--- src/rtl/div32_seq.sv ---
// Sequential 32-bit restoring divider: one quotient bit per cycle, valid/ready on both sides.
// Define DIV_SIGNED_EN to honour the sign input; otherwise every operation is unsigned.
module div32_seq (
  input  logic        clk,
  input  logic        rst,
  input  logic        in_valid,
  output logic        in_ready,
  input  logic [31:0] x,
  input  logic [31:0] y,
  input  logic        sign,
  output logic        out_valid,
  input  logic        out_ready,
  output logic [31:0] quo,
  output logic [31:0] rem,
  output logic        dz
);

  typedef enum logic [1:0] {IDLE, CALC, DONE} state_t;

  state_t      state_q, state_d;
  logic [5:0]  cnt_q, cnt_d;
  logic [31:0] quo_q, quo_d;
  logic [31:0] rem_q, rem_d;
  logic        dz_q, dz_d;

  logic [31:0] dvd_q, dvd_d;
  logic [31:0] prem_q, prem_d;
  logic [31:0] dvs_q, dvs_d;
  logic [31:0] x_q, x_d;

  logic        accept;
  logic [32:0] shifted;
  logic [33:0] sub;
  logic        borrow;
  logic        unused_sub_bit;
  logic [31:0] x_mag, y_mag;
  logic [31:0] quo_fin, rem_fin;

  assign accept         = in_valid && (state_q == IDLE);
  assign shifted        = {prem_q, dvd_q[31]};
  assign sub            = {1'b0, shifted} - {2'b00, dvs_q};
  assign borrow         = sub[33];
  assign unused_sub_bit = sub[32];

`ifdef DIV_SIGNED_EN
  logic neg_quo_q, neg_quo_d;
  logic neg_rem_q, neg_rem_d;

  function automatic logic [31:0] magnitude(input logic [31:0] v, input logic s);
    return (s && v[31]) ? (~v + 32'd1) : v;
  endfunction

  function automatic logic [31:0] cond_negate(input logic [31:0] v, input logic n);
    return n ? (~v + 32'd1) : v;
  endfunction

  always_comb begin
    x_mag     = magnitude(x, sign);
    y_mag     = magnitude(y, sign);
    neg_quo_d = neg_quo_q;
    neg_rem_d = neg_rem_q;
    if (accept) begin
      neg_quo_d = sign && (x[31] ^ y[31]);
      neg_rem_d = sign && x[31];
    end
    quo_fin = cond_negate(dvd_q, neg_quo_q);
    rem_fin = cond_negate(prem_q, neg_rem_q);
  end

  always_ff @(posedge clk) begin
    neg_quo_q <= neg_quo_d;
    neg_rem_q <= neg_rem_d;
  end
`else
  logic unused_sign;
  assign unused_sign = sign;

  always_comb begin
    x_mag   = x;
    y_mag   = y;
    quo_fin = dvd_q;
    rem_fin = prem_q;
  end
`endif

  // Datapath: operands captured on accept, then one restoring step per CALC cycle.
  always_comb begin
    dvd_d  = dvd_q;
    prem_d = prem_q;
    dvs_d  = dvs_q;
    x_d    = x_q;
    if (accept) begin
      dvd_d  = x_mag;
      prem_d = 32'd0;
      dvs_d  = y_mag;
      x_d    = x;
    end else if (state_q == CALC && cnt_q < 6'd32) begin
      if (borrow) begin
        prem_d = shifted[31:0];
        dvd_d  = {dvd_q[30:0], 1'b0};
      end else begin
        prem_d = sub[31:0];
        dvd_d  = {dvd_q[30:0], 1'b1};
      end
    end
  end

  always_ff @(posedge clk) begin
    dvd_q  <= dvd_d;
    prem_q <= prem_d;
    dvs_q  <= dvs_d;
    x_q    <= x_d;
  end

  // Control: CALC spends 32 iterations plus one cycle to publish the result.
  always_comb begin
    state_d = state_q;
    cnt_d   = cnt_q;
    quo_d   = quo_q;
    rem_d   = rem_q;
    dz_d    = dz_q;
    case (state_q)
      IDLE: begin
        if (in_valid) begin
          state_d = CALC;
          cnt_d   = 6'd0;
        end
      end
      CALC: begin
        if (dvs_q == 32'd0) begin
          state_d = DONE;
          quo_d   = 32'hFFFF_FFFF;
          rem_d   = x_q;
          dz_d    = 1'b1;
        end else if (cnt_q == 6'd32) begin
          state_d = DONE;
          quo_d   = quo_fin;
          rem_d   = rem_fin;
          dz_d    = 1'b0;
        end else begin
          cnt_d = cnt_q + 6'd1;
        end
      end
      DONE: begin
        if (out_ready) state_d = IDLE;
      end
      default: state_d = IDLE;
    endcase
  end

  always_ff @(posedge clk or posedge rst) begin
    if (rst) begin
      state_q <= IDLE;
      cnt_q   <= 6'd0;
      quo_q   <= 32'd0;
      rem_q   <= 32'd0;
      dz_q    <= 1'b0;
    end else begin
      state_q <= state_d;
      cnt_q   <= cnt_d;
      quo_q   <= quo_d;
      rem_q   <= rem_d;
      dz_q    <= dz_d;
    end
  end

  assign in_ready  = (state_q == IDLE);
  assign out_valid = (state_q == DONE);
  assign quo       = quo_q;
  assign rem       = rem_q;
  assign dz        = dz_q;

endmodule

--- config.mk ---
export PLATFORM = sky130hd
export DESIGN_NAME = div32_seq
export DESIGN_NICKNAME = d
export VERILOG_FILES = /design/src/rtl/div32_seq.sv
export SDC_FILE = /design/constraint.sdc
export NUM_CORES = 1
export LEC_CHECK = 0
export BUFFER_PORTS_ARGS = -buffer_cell sky130_fd_sc_hd__buf_2
export CAP_MARGIN = 5
export CELL_PAD_IN_SITES_DETAIL_PLACEMENT = 1
export CELL_PAD_IN_SITES_GLOBAL_PLACEMENT = 1
export CORE_ASPECT_RATIO = 1.1
export CORE_MARGIN = 1.5
export CORE_UTILIZATION = 48
export CTS_CLUSTER_DIAMETER = 120
export DETAILED_ROUTE_END_ITERATION = 10
export PLACE_DENSITY = 0.94
export SYNTH_ARGS = -nofsm -noshare
export SYNTH_HDL_FRONTEND = slang
export SYNTH_SLANG_ARGS = --single-unit
--- constraint.sdc ---
create_clock -name clk -period 6.9 [get_ports clk]
set_input_delay 0.69 -clock clk [delete_from_list [all_inputs] [get_ports clk]]
set_output_delay 0.69 -clock clk [all_outputs]
set_load 0.01 [all_outputs]
# Yosys cells after proc, flatten, opt, wreduce, memory -nomap -nowiden
# Index checks and enable logic that the tools add are counted.
# classes
add_sub_neg	2
order_cmp	1
n_eq_ne	8
muxes	19
reduce_logical	10
# op_table
cell	n
$mux W32	7
$sub A33 B32 Y34	1
$logic_not A32 Y1	1
$mux W6	3
$pmux W6 S2	1
$mux W2	4
$add A6 B1 Y6 const B	1
$eq A6 B6 Y1 const B	1
$lt A6 B6 Y1 const B	1
$ne A2 B2 Y1 const B	3
$pmux W2 S3	1
$reduce_bool A2 Y1	3
$reduce_and A4 Y1	1
$mux W1	3
$ne A3 B1 Y1 const B	1
$reduce_and A3 Y1	1
$eq A2 B1 Y1 const B	1
$eq A2 B2 Y1 const B	1
$logic_and A1 B1 Y1	2
$logic_not A2 Y1	1
$ne A2 B1 Y1 const B	1
$reduce_and A2 Y1	1
# word_totals
reg_bits	201
input_bits	69
out_inout_bits	67
elab_cells	49

# Longest topological paths before layout
# logic_depth
ltp_word	4
ltp_mapped	14
ltp_nobuf	13

# Least setup slack after synthesis
# No wires, ideal clock.
# synth_timing
path_kind	input to register
start	in in_valid
end	reg dvs_q[0] (enable)
setup_time_ns	0.453
t_arrival_ns	3.389
required_ns	6.447
slack_ns	3.058
path_stages	6
path_buffers	3
cell_sequence	nor2b_1 > nand2b_1 > clkbuf_1 > inv_1 > clkbuf_1 > buf_1
# synth_between
elab_chain_cells	1
# synth_rtl
item	line	source
from (decl)	6	input logic in_valid,
$logic_and A1 B1 Y1	39	assign accept = in_valid && (state_q == IDLE);
net accept	31	logic accept;
to (signal assigned)	111	dvs_q <= dvs_d;
to (decl)	28	logic [31:0] dvs_q, dvs_d;
# The timed path passes the listed nets, and every way through them passes these cells.
# A chain may end at the register's enable or synchronous reset.

# Final worst setup path
# layout_timing
start	reg dvs_q[29]
end	reg rem_q[15], in the netlist rem[15]
# layout_between
elab_chain_cells	3
elab_cells_between_ends	4
cone_classes	mux: 1; reduce/logical: 3
# layout_rtl
item	line	source
$logic_not A32 Y1 *	130	if (dvs_q == 32'd0) begin
$reduce_bool A2 Y1 (no source line)	-	
$reduce_and A2 Y1 (no source line)	-	
to (signal assigned)	162	rem_q <= rem_d;
to (decl)	23	logic [31:0] rem_q, rem_d;
# Mark *: on every way between the ends. The rest lies on a longest branch, timed or not.

==> out/qor.csv <==
metric,value,unit
status,finished clean,
"Seq/Total Area, Yosys",55.90,%
Post-DP HPWL,18240,um
drt first pass iters,5,
clk root buf,clkbuf_16,
Via Count,7499,
vias in the first global route,7977,
Hold Worst Slack,342.0,ps
Yosys cell types,54,
max-cap violations,0,
syn nets,1039,
Initial Utilization,48.68,%
final core utilization,56.52,%
Highest Clock Rate,274.8,MHz
clk sinks,201,
Slew Limit Fails,0,
post-route DRC violation count,0,
CP required,7270,ps
DR WL/cell,21.00,um
cell count after synthesis,935,
total wire length,27760,um
initial antenna violation count,0,
FILL cells,2169,
DRT iter0 DRCs,546,
Min-Delay Path Class,in -> reg,
total global-route track usage,27.46,%
total power,5613,uW
async set or reset register ratio after synthesis,36.32,%
area of the mapped netlist,0.009572,mm^2
Syn Area/Cell,10.24,um^2
first-pass GRT wire length,43500,um
antenna-violating nets left,0,
Slew @ Worst Pin,1022,ps
post-CTS sizing,0,
Clock Latency Late Sink,520,ps
Final Cycle Share,52.73,%
crit path launch type,flop,
Nets,1158,
CTS tree,built,
# IOs,136,
min Tclk post-route,3638,ps
setup TNS,0,ps
Post-synth EDFFs,96,
Layout Skew,21.63,ps
"CTS clk-pin slew, worst paths",60,ps
die area,0.02080,mm^2
antenna cell count,0,
Ys Warns,0,
CTS Hold Buffers Added,0,
Yosys reg bits,201,
Num CTS Buffers,22,
via/cell ratio,5.672,
maximum VDD drop,0.2068,mV
critical-path maximum fanout,105,
FP Rows,54,
CTS H-tree depth,1,
Setup Buffers After CTS,0,
RSZ-0062 raised after global routing,no,
CP Class,reg -> reg,
gp weighted congestion,0.8507,
final setup margin,3262,ps
maximum number of pins on one net before global-route repair,106,
pwr/cell area,505.0,mW/mm^2
crit path DAT,4010,ps
clock tree buffer depth,3,
final setup vio count,0,
prevailing post-synth register cell,edfxtp_1,
relative slew slack,31.84,%
Final Hold Viols,0,
share of layout cells above drive strength 1,17.01,%
core area,0.01966,mm^2
Leak Pwr,0.005063,uW
GR Overflow Total,0,
area delta synth->final,16.11,%
die height,151.1,um
Chip Width,137.6,um
PortBufs,134,
Worst Setup End Kind,flop,
dpl ws,3338,ps
cell type report:
cell class,instances,area (um^2),area share [%]
Multi-Input combinational cell,643,3849,34.63
Clock inverter,13,128.9,1.160
Inverter,43,162.7,1.464
Clock buffer,27,569.3,5.123
Sequential cell,201,5350,48.14
Timing Repair Buffer,143,738.2,6.643
Tap cell,252,315.3,2.837
worst paths after layout:
check,startpoint,to,slack [ps],depth (start not counted)
worst max-delay path,dvs_q[29],rem[15],3260,7
worst min-delay path,y[0],dvs_q[0],340,1
worst max register to register,dvs_q[29],rem[15],3260,7
worst min register to register,rem[27],rem[27],480,2
max in group asynchronous,rst,rem[25],5800,3
min in group asynchronous,rst,quo[6],480,3
layout by cell type, fill, tap and decap left out, drive strengths merged, types with 2 or more instances in the layout:
cell type / netlist / layout
nand2: 214 / 214
buf: 14 / 143
o21ai: 108 / 108
edfxtp: 96 / 96
dfrtp: 73 / 73
mux2i: 61 / 61
nor2: 56 / 56
inv: 43 / 43
ha: 34 / 34
dfxtp: 32 / 32
clkbuf: 34 / 27
a21oi: 21 / 21
xor2: 18 / 18
xnor2: 15 / 15
clkinv: 0 / 11
nand3: 10 / 10
a21o: 10 / 10
nor4: 9 / 9
nand4: 9 / 9
nand2b: 9 / 9
a31oi: 8 / 8
and3: 6 / 6
nor2b: 5 / 5
nor3: 5 / 5
o21a: 5 / 5
o31ai: 4 / 4
o21bai: 4 / 4
or3: 3 / 3
o2bb2a: 3 / 3
a221oi: 3 / 3
o2111ai: 3 / 3
a31o: 3 / 3
a311oi: 2 / 2
nor3b: 2 / 2
bufinv: 0 / 2
cell families (layout without fill, tap and decap cells):
family	after synthesis	in the layout	share of synthesized area, %
xor+xnor	33	33	3.020
buf+inv	91	226	4.091
simple gates	330	330	14.42
mux	61	61	6.379
fa+ha+maj	35	35	4.654
compound gates	184	184	11.54
flops	201	201	55.90
where the power goes:
| part | internal [uW] | total (uW) | switching [uW] |
|---|---|---|---|
| clock | 666 | 1160 | 490 |
| combinational | 913 | 2350 | 1440 |
| sequential | 1750 | 2100 | 356 |
| total | 3330 | 5610 | 2290 |
critical path, cell delays in order, from the launching register on:
cell and delay, ps:
edfxtp_1 430, nor4_1 540, nand4_1 230, nor2_4 120, buf_4 780, o21ai_4 340, buf_4 490, o21ai_0 460
routing by layer:
layer | vias up | routed length (um) | part of all wire, % | GRT usage [%]
met5 | - | 0 | 0 | 0
met1 | 3717 | 11350 | 41 | 34.66
met3 | 73 | 1507 | 5.4 | 4.451
li1 | 3477 | - | - | -
met4 | 0 | 963 | 3.5 | 9.895
met2 | 232 | 13940 | 50 | 47.55
synthesized netlist by cell type, types with 10 or more instances:
cell / count / area share [%]
dfxtp_1: 32 / 6.7
nand2_1: 214 / 8.4
clkbuf_1: 34 / 1.3
o21ai_0: 75 / 3.9
xnor2_1: 15 / 1.4
xor2_1: 18 / 1.6
nor2_1: 56 / 2.2
inv_1: 43 / 1.7
ha_1: 34 / 4.4
nand3_1: 10 / 0.52
a21oi_1: 19 / 0.99
mux2i_1: 61 / 6.4
edfxtp_1: 96 / 30
o21ai_1: 33 / 1.7
dfrtp_1: 73 / 19
a21o_1: 10 / 0.78
sequential cells by signal, indices dropped and copies added (netlist names):
| register | count |
|---|---|
| state_q | 2 |
| dvd_q | 32 |
| dvs_q | 32 |
| cnt_q | 6 |
| prem_q | 32 |
| dz | 1 |
| rem | 32 |
| quo | 32 |
| x_q | 32 |
through the flow:
stage | area, um^2 | cells
2_1_floorplan | 9572 | 935
3_5_place_dp | 10420 | 1282
5_1_grt | 11110 | 1322
4_1_cts | 11110 | 1322
3_3_place_gp | 10420 | 1282
6_report | 11110 | 1322
Note: power is estimated with default switching activity, not from simulation.
